### config.mk
export PLATFORM = sky130hd
export DESIGN_NAME = cern_be_vme_master
export DESIGN_NICKNAME = d
export VERILOG_FILES = /design/src/rtl/cern_be_vme_master.sv
export SDC_FILE = /design/constraint.sdc
export NUM_CORES = 1
export LEC_CHECK = 0
export ABC_AREA = 1
export ABC_CLOCK_PERIOD_IN_PS = 10600
export CAP_MARGIN = 20
export CELL_PAD_IN_SITES_DETAIL_PLACEMENT = 0
export CELL_PAD_IN_SITES_GLOBAL_PLACEMENT = 1
export CORE_MARGIN = 4
export CORE_UTILIZATION = 35
export DETAILED_ROUTE_END_ITERATION = 10
export GPL_TIMING_DRIVEN = 0
export PLACE_DENSITY = 0.94
export RECOVER_POWER = 100
export SETUP_SLACK_MARGIN = 0.1
export SYNTH_ARGS = -nofsm -noshare
export SYNTH_HDL_FRONTEND = slang
export SYNTH_SLANG_ARGS = --single-unit
### constraint.sdc
create_clock -name Clk -period 10.6 [get_ports Clk]
set_clock_uncertainty 0.05 [all_clocks]
set_input_delay 2.12 -clock Clk [delete_from_list [all_inputs] [get_ports Clk]]
set_output_delay 2.12 -clock Clk [all_outputs]
set_load 0.01 [all_outputs]
### src/rtl/cern_be_vme_master.sv
// Single-outstanding initiator for the cern-be-vme register bus: turns host
// requests into one-cycle VMERdMem/VMEWrMem strobes and returns data/status.
module cern_be_vme_master #(
   parameter int ADDR_WIDTH     = 20,
   parameter int TIMEOUT_CYCLES = 255
) (
   input  logic                  Clk,
   input  logic                  Rst,
   input  logic                  req_i,
   input  logic                  we_i,
   input  logic [ADDR_WIDTH-3:0] adr_i,
   input  logic [31:0]           dat_i,
   output logic                  busy_o,
   output logic                  ack_o,
   output logic                  err_o,
   output logic [31:0]           rdat_o,
   output logic [7:0]            tmo_cnt_o,
   output logic [ADDR_WIDTH-3:0] VMEAddr,
   output logic [31:0]           VMEWrData,
   output logic                  VMERdMem,
   output logic                  VMEWrMem,
   input  logic [31:0]           VMERdData,
   input  logic                  VMERdDone,
   input  logic                  VMEWrDone
);

   typedef enum logic [1:0] {IDLE, STROBE, WAIT, RESP} stateT;

   // Timer counts completed WAIT cycles; the last allowed value ends the wait.
   localparam logic [15:0] TIMER_LAST = 16'(TIMEOUT_CYCLES - 1);

   stateT       state;
   logic        isWrite;
   logic [15:0] timer;
   logic        doneHit;

   assign doneHit = isWrite ? VMEWrDone : VMERdDone;

   // Single registered FSM; Done is already honoured in the STROBE cycle, and
   // a Done arriving with the timeout takes priority over the error.
   always_ff @(posedge Clk or posedge Rst) begin
      if (Rst) begin
         state     <= IDLE;
         isWrite   <= 1'b0;
         timer     <= '0;
         busy_o    <= 1'b0;
         ack_o     <= 1'b0;
         err_o     <= 1'b0;
         rdat_o    <= '0;
         tmo_cnt_o <= '0;
         VMEAddr   <= '0;
         VMEWrData <= '0;
         VMERdMem  <= 1'b0;
         VMEWrMem  <= 1'b0;
      end else begin
         ack_o    <= 1'b0;
         err_o    <= 1'b0;
         VMERdMem <= 1'b0;
         VMEWrMem <= 1'b0;
         case (state)
            IDLE: begin
               if (req_i) begin
                  isWrite   <= we_i;
                  VMEAddr   <= adr_i;
                  VMEWrData <= dat_i;
                  busy_o    <= 1'b1;
                  VMERdMem  <= ~we_i;
                  VMEWrMem  <= we_i;
                  state     <= STROBE;
               end
            end
            STROBE, WAIT: begin
               timer <= (state == STROBE) ? 16'd0 : timer + 16'd1;
               if (doneHit) begin
                  if (!isWrite) rdat_o <= VMERdData;
                  ack_o  <= 1'b1;
                  busy_o <= 1'b0;
                  state  <= RESP;
               end else if (state == WAIT && timer == TIMER_LAST) begin
                  if (!isWrite) rdat_o <= 32'hFFFF_FFFF;
                  if (tmo_cnt_o != 8'hFF) tmo_cnt_o <= tmo_cnt_o + 8'd1;
                  ack_o  <= 1'b1;
                  err_o  <= 1'b1;
                  busy_o <= 1'b0;
                  state  <= RESP;
               end else begin
                  state <= WAIT;
               end
            end
            RESP: begin
               state <= IDLE;
            end
            default: begin
               state <= IDLE;
            end
         endcase
      end
   end

endmodule

==> out/summary.txt, run 1 <==
Result of the run: complete, but fails checks
Violated checks: max-capacitance violations, max-slew violations
Achievable clock frequency: 241.7 MHz
Per-cell routed wire length: 14.12 um
Switch share: 34.81%
Actual slew at the worst max-slew pin: 2.614 ns
Setup Buffers After CTS: 0
Data required, critical path: 10.65 ns
Maximum number of pins on one net before global-route repair: 59
CORE AREA: 14480 um^2
Clock tree from TritonCTS: done
Psw: 0.0007390 W
Total internal power: 0.001384 W
Gate power share: 38.9%
Grt peak-use layer: met2
Cell area after technology mapping: 5141 um^2
Initial drt markers: 209
Ys Warns: 0
Leakage power: 3.882 nW
Met3 Resource Use GR: 8.038%
Remaining antenna violation count after routing: 0
Number of hold-repair buffers added at the cts stage: 0
Inserted Clock Buffers: 17
Drt via density: 4.586
Part of the power in registers: 32.8%
Power Total: 0.002123 W
Max_cap viols: 1
Inserted Diodes: 0
Worst rel slew slack: -75.21%
Total buffers and inverters traversed by the critical path: 2
VDD IR-drop max: 0.1259 mV
Area growth from synthesis to final layout: 51.20%
WHS Path Cells: 2
Gp weighted congestion: 0.7907
Max Buffers Root-to-Sink: 2
Count of vias placed by the detailed router: 4687
Cell with the biggest individual delay on the critical path: clkinvlp_2
Hold Fails Final Rpt: 0
Die area: 16690 um^2
Mean instance size in the synthesized netlist: 8.252 um^2
Max stage delay on crit path: 1.48 ns
GR Util met1: 21.51%
Number of cell rows: 44
Worst reg-to-reg path cell count: 13
Met2 Resource Use GR: 27.71%
H-tree depth: 4
Total power density per cell area: 273.1 nW/um^2
Initial standard-cell utilization of the core: 35.51%
Fillers: 1325
Height of the die: 129.2 um
CTS clock-pin slew for the worst setup and hold paths: 0.06 ns
Total negative setup slack: 0 ns
Sequential share of the synthesized area: 55.49%
Net Count, Synth: 717
Category of the most critical setup path: in2async
Grt total ovfl: 0
Wire length of the first global-routing pass: 23030 um
Clk_lat worst skew: 0.40 ns
Yosys cell types: 32
Final Cycle Share: 39.03%
Number of detailed-route iterations in the first pass: 5
Share of cells above drive strength 1: 8.831%
Total global routing track utilization: 17.62%
Cell at the root of the clock tree: clkbuf_16
Wirelength, routed: 14430 um
FF+latch count, synth: 114
Number of input and output port buffers inserted: 182
Category of the worst setup path capture point: async pin
WP data arrival: 4.19 ns
Horizontal extent of the die: 129.2 um
Largest fanout of any net on the critical path: 57
DRC Markers: 0
Total half-perimeter wirelength after legalization and detailed placement: 10380 um
I/O pin total: 183
Unrepaired setup endpoints after global routing: false
Worst min path class: reg2reg
Number of instances in the synthesized netlist: 623
Final setup fails: 0
Vias in the first global route: 4605
Delay-heaviest family, CP: buffers and inverters
Number of cells on the critical path: 2
Combined area of the multi-input logic cells: 1989 um^2
# nets final: 919
Storage element area: 2853 um^2
Post-cts repair resize count: 0
Initial antenna violation count: 0
Cells traversed along the worst timing path: dlygate4sd3_1 > clkinvlp_2
Slew Viols, Final: 57
Clock net sink count: 114
Final critical delay including setup and external delays: 4.137 ns
Clock group share of total power: 28.3%
Startpoint Class: primary input
## registers in the layout (all words and copies together), names as in the netlist
| name | flops |
|---|---|
| VMEAddr | 18 |
| VMERdMem | 1 |
| VMEWrData | 32 |
| VMEWrMem | 1 |
| ack_o | 1 |
| busy_o | 1 |
| err_o | 1 |
| isWrite | 1 |
| rdat_o | 32 |
| state | 2 |
| timer | 16 |
| tmo_cnt_o | 8 |
## logic make-up after synthesis
family | count (synthesis) | share of synthesized area [%]
flops | 114 | 55.49
simple gates | 385 | 31.71
fa+ha+maj | 6 | 1.460
mux | 1 | 0.1947
compound gates | 54 | 5.476
xor+xnor | 3 | 0.5112
buf+inv | 60 | 5.159
## worst reg2reg max path: stages, from the launching register on
cell and delay [ns]:
dfrtp_1 0.37, inv_1 0.11, ha_1 0.21, nand2_1 0.06, inv_1 0.05, nand2_1 0.04
nor2_1 0.13, nand2_1 0.10, nand2_2 0.07, nand2_1 0.19, nor2_1 0.34, clkbuf_1 0.40
nand2_1 0.10, nand2_1 0.09
## power groups by stage
stage	combinational (W)	clock (W)	sequential (W)
2_1_floorplan	0.000375	0	0.000772
3_3_place_gp	0.000914	0	0.000702
3_5_place_dp	0.000925	0	0.000706
4_1_cts	0.000928	0.000615	0.000705
5_1_grt	0.000926	0.000636	0.000717
6_report	0.000826	0.000601	0.000696
## Yosys cell counts (all sizes together)
library cell	number	area, um^2
a21oi	10	53.80
a22oi	1	7.510
a31oi	2	12.51
and3	1	6.260
buf	7	60.05
clkbuf	18	73.82
clkinv	1	3.750
dfrtp	114	2853
ha	6	75.07
inv	34	127.6
mux2i	1	10.01
nand2	288	1096
nand3	9	50.05
nand3b	1	7.510
nand4	12	75.07
nor2	34	153.9
nor3	7	35.03
o21a	1	7.510
o21ai	40	200.2
or2	33	206.4
xor2	3	26.28
## routing by layer
layer	routed length, um	up-vias
met5	0	-
met4	182	0
met3	1351	13
met2	6801	170
met1	6091	2152
li1	-	2352
## cell usage in the layout, fill, tap and decap left out, types with 6 or more instances in the layout
cell type and count:
clkbuf_16 17, or2_2 29, dlygate4sd3_1 98, clkdlybuf4s50_1 84, o21ai_0 36, nor3_1 7
a21oi_1 9, nor2_1 32, dfrtp_1 114, nand4_1 12, nand3_1 9, clkinv_2 6
ha_1 6, nand2_1 285, inv_1 31, clkbuf_1 22
## layout make-up
class	count	area share (%)
sequential	114	36.70
multi-input combinational	449	25.59
timing repair buffer	183	23.79
clock buffer	21	5.923
tap	184	2.962
clock inverter	11	2.044
inverter	35	1.706
buffer	25	1.288
## final timing paths
kind	startpoint	end	slack [ns]
setup / recovery	Rst	rdat_o[4]	6.46
hold / removal	VMEAddr[5]	VMEAddr[5]	0.42
min in group asynchronous	Rst	VMEWrData[5]	2.84
max in group Clk	VMEWrDone	rdat_o[27]	6.74
hold reg to reg	VMEAddr[5]	VMEAddr[5]	0.42
setup reg to reg	state[0]	rdat_o[27]	8.22
## through the flow
stage	cell area, um^2	worst slack [ns]	util [%]	instances	hold WS, ns
floorplan	5141	5.414	-	623	0.4275
global placement	7193	3.594	49.68	989	0.4097
detailed placement	7226	6.517	49.90	990	0.4143
CTS	7845	6.932	54.18	1022	0.4292
global route	7774	6.001	53.69	1022	0.4379
finish	7774	6.463	53.69	1022	0.4214
No activity file was read; power rests on OpenSTA's default activity.
==> inputs of run 2 (changes only) <==
- ABC_CLOCK_PERIOD_IN_PS: 10600 -> 3800
- CORE_UTILIZATION: 35 -> 29
- PLACE_DENSITY: 0.94 -> 0.84
- clock period: 10.6 -> 3.8 ns (I/O delays scaled with it)
==> run 2 against run 1 <==
Compared with the run above: the flow now finishes without violations; critical path type is now in2reg; cell area grew 0.19%; critical path depth rose by 8; combinational power grew to 2.8 times the previous value; critical endpoint is now rdat_o[0]; hold slack got worse by 0.00095 ns; non-clock buffer count is 2 higher; worst setup slack got worse by 5.2 ns; sequential share of layout area fell by 0.071 points; clock power increased by 150%.
==> out/summary.txt, run 2 (same netlist as run 1, synthesis figures left out) <==
Grt total ovfl: 0 (unchanged)
Hold wc startpoint: VMEWrData[30]
Inserted Clock Buffers: 17 (unchanged)
Number of hold-repair buffers added at the cts stage: 0 (unchanged)
Max_cap viols: 0 (-1)
Source of the worst register-to-register timing path: state[1]
Vias in the first global route: 4869 (+5.7%)
Wirelength, routed: 14710 um (+2.0%)
Final setup fails: 0 (unchanged)
Leakage power: 3.859 nW (-0.59%)
Number of input and output port buffers inserted: 182 (unchanged)
H-tree depth: 4 (unchanged)
Total half-perimeter wirelength after legalization and detailed placement: 11040 um (+6.4%)
Worst rel slew slack: 45.52% (+120 points)
Clock net sink count: 114 (unchanged)
Total power density per cell area: 734.9 nW/um^2 (+170%)
Clk_lat worst skew: 0.40 ns (about the same)
Unrepaired setup endpoints after global routing: false
Inserted Diodes: 0 (unchanged)
Count of vias placed by the detailed router: 4650 (-0.79%)
Worst min path class: reg2reg
VDD IR-drop max: 0.3589 mV (+190%)
Setup slack of the critical path after layout: 1.227 ns (-5.236 ns)
Final Cycle Share: 67.70%
# nets final: 921 (+0.22%)
Height of the die: 141.1 um (+9.2%)
Fillers: 1732 (+31%)
Achievable clock frequency: 388.7 MHz
Cell at the root of the clock tree: clkbuf_16
Most common cell after layout, fill and taps aside: nand2_1
Die area: 19920 um^2 (+19%)
Max Buffers Root-to-Sink: 2 (unchanged)
Data required, critical path: 4.09 ns (-6.56 ns)
Largest fanout of any net on the critical path: 10 (-82%)
Total global routing track utilization: 15.40% (-2.2 points)
Setup slack on the worst flop-to-flop path: 1.31 ns (-6.91 ns)
Worst reg-to-reg path cell count: 8 (-5)
Setup Buffers After CTS: 0 (unchanged)
Commonest cells after routing, fill and taps aside: nand2_1 (285), dfrtp_1 (114), dlygate4sd3_1 (98), clkdlybuf4s50_1 (84), o21ai_0 (36)
Clock tree from TritonCTS: done
Actual slew at the worst max-slew pin: 0.8127 ns (-1.801 ns)
Result of the run: finished clean
Slew Viols, Final: 0 (-100%)
Number of detailed-route iterations in the first pass: 4 (-1)
Gp weighted congestion: 0.7752 (-2.0%)
Hold Path End: VMEWrData[30]
Initial standard-cell utilization of the core: 29.62% (-5.9 points)
Remaining antenna violation count after routing: 0 (unchanged)
Wire length of the first global-routing pass: 24680 um (+7.2%)
Hold Fails Final Rpt: 0 (unchanged)
Horizontal extent of the die: 141.1 um (+9.2%)
Share of cells above drive strength 1: 9.069% (+0.24 points)
CTS clock-pin slew for the worst setup and hold paths: 0.06 ns (about the same)
Total negative setup slack: 0 ns (unchanged)
Per-cell routed wire length: 13.84 um (-1.9%)
Final critical delay including setup and external delays: 2.573 ns
WP data arrival: 2.86 ns (-1.33 ns)
Top flop regs: VMEWrData (32), rdat_o (32), VMEAddr (18)
Post-cts repair resize count: 0 (unchanged)
Category of the most critical setup path: in2reg
CORE AREA: 17360 um^2 (+20%)
Maximum number of pins on one net before global-route repair: 40 (-32%)
Number of cell rows: 48 (+9.1%)
DRC Markers: 0 (unchanged)
Drt via density: 4.374 (-4.6%)
Category of the worst setup path capture point: flip-flop
Area growth from synthesis to final layout: 51.50%
Initial antenna violation count: 1 (+1)
Initial drt markers: 131 (-37%)
WHS Path Cells: 2 (unchanged)
Startpoint Class: primary input
I/O pin total: 183 (unchanged)
Pre-CTS setup slack: 1.185 ns (-5.332 ns)
Worst r2r dst: tmo_cnt_o[4]
==> run 2: changes by cell type in the layout (fill, tap and decap cells not counted) <==
cell | previous run | this run
buf_12 | 0 | 3
bufinv_16 | 4 | 1
clkbuf_1 | 22 | 19
clkinvlp_4 | 0 | 3
a21oi_1 | 9 | 10
a21oi_2 | 1 | 0
buf_16 | 1 | 0
buf_2 | 1 | 2
clkbuf_8 | 2 | 3
clkinv_2 | 6 | 5
==> run 2: final cells by class <==
cell class                 instances  area (um^2)  area share [%]
multi-input combinational        449         1986           25.49
clock inverter                    10        86.33           1.108
sequential                       114         2853           36.63
inverter                          35        132.6           1.703
buffer                            25        101.3           1.301
tap                              225        281.5           3.614
clock buffer                      20        466.7           5.992
timing repair buffer             185         1882           24.16
==> run 2: stage by stage <==
stage          power (W)  utilization, %  instances  hold slack, ns  instance area (um^2)
6_report        0.005724           44.87       1063          0.4204                  7789
5_1_grt         0.006204           44.87       1063          0.4472                  7789
4_1_cts         0.006098           45.29       1063          0.4310                  7861
3_5_place_dp    0.004563           42.11       1033          0.4150                  7308
3_3_place_gp    0.004524           41.76       1030          0.4104                  7248
2_1_floorplan   0.003199               -        623          0.4275                  5145
==> run 2: critical path, cell delays in order <==
cell and delay [ns]:
dlygate4sd3_1 0.58, nand2_1 0.09, nand2_1 0.10, inv_1 0.09
nand2_2 0.07, nand2_1 0.19, nor2_1 0.34, clkbuf_1 0.44
nand2_1 0.10, nand2_1 0.09
==> run 2: report_power, final <==
part / internal, W / total, W / switching (W) / leakage [nW]
combinational: 0.00104 / 0.00231 / 0.00127 / 2.15
clock: 0.000936 / 0.00148 / 0.000542 / 0.269
sequential: 0.00170 / 0.00194 / 0.000241 / 1.44
total: 0.00367 / 0.00572 / 0.00205 / 3.86
==> run 2: worst max path at each step <==
stage	from	endpoint
floorplan	Rst	VMEAddr[0]
global placement	Rst	rdat_o[7]
detailed placement	req_i	VMEAddr[7]
CTS	tmo_cnt_o[4]	tmo_cnt_o[4]
global route	VMEWrDone	rdat_o[30]
finish	VMEWrDone	rdat_o[0]
==> run 2: routing by layer <==
metal | vias to the layer above | routed length (um) | GRT usage, %
met5 | - | 12 | 0
met3 | 17 | 1424 | 6.920
met2 | 149 | 6893 | 24.58
met4 | 2 | 134 | 4.131
met1 | 2135 | 6248 | 18.98
li1 | 2347 | - | -
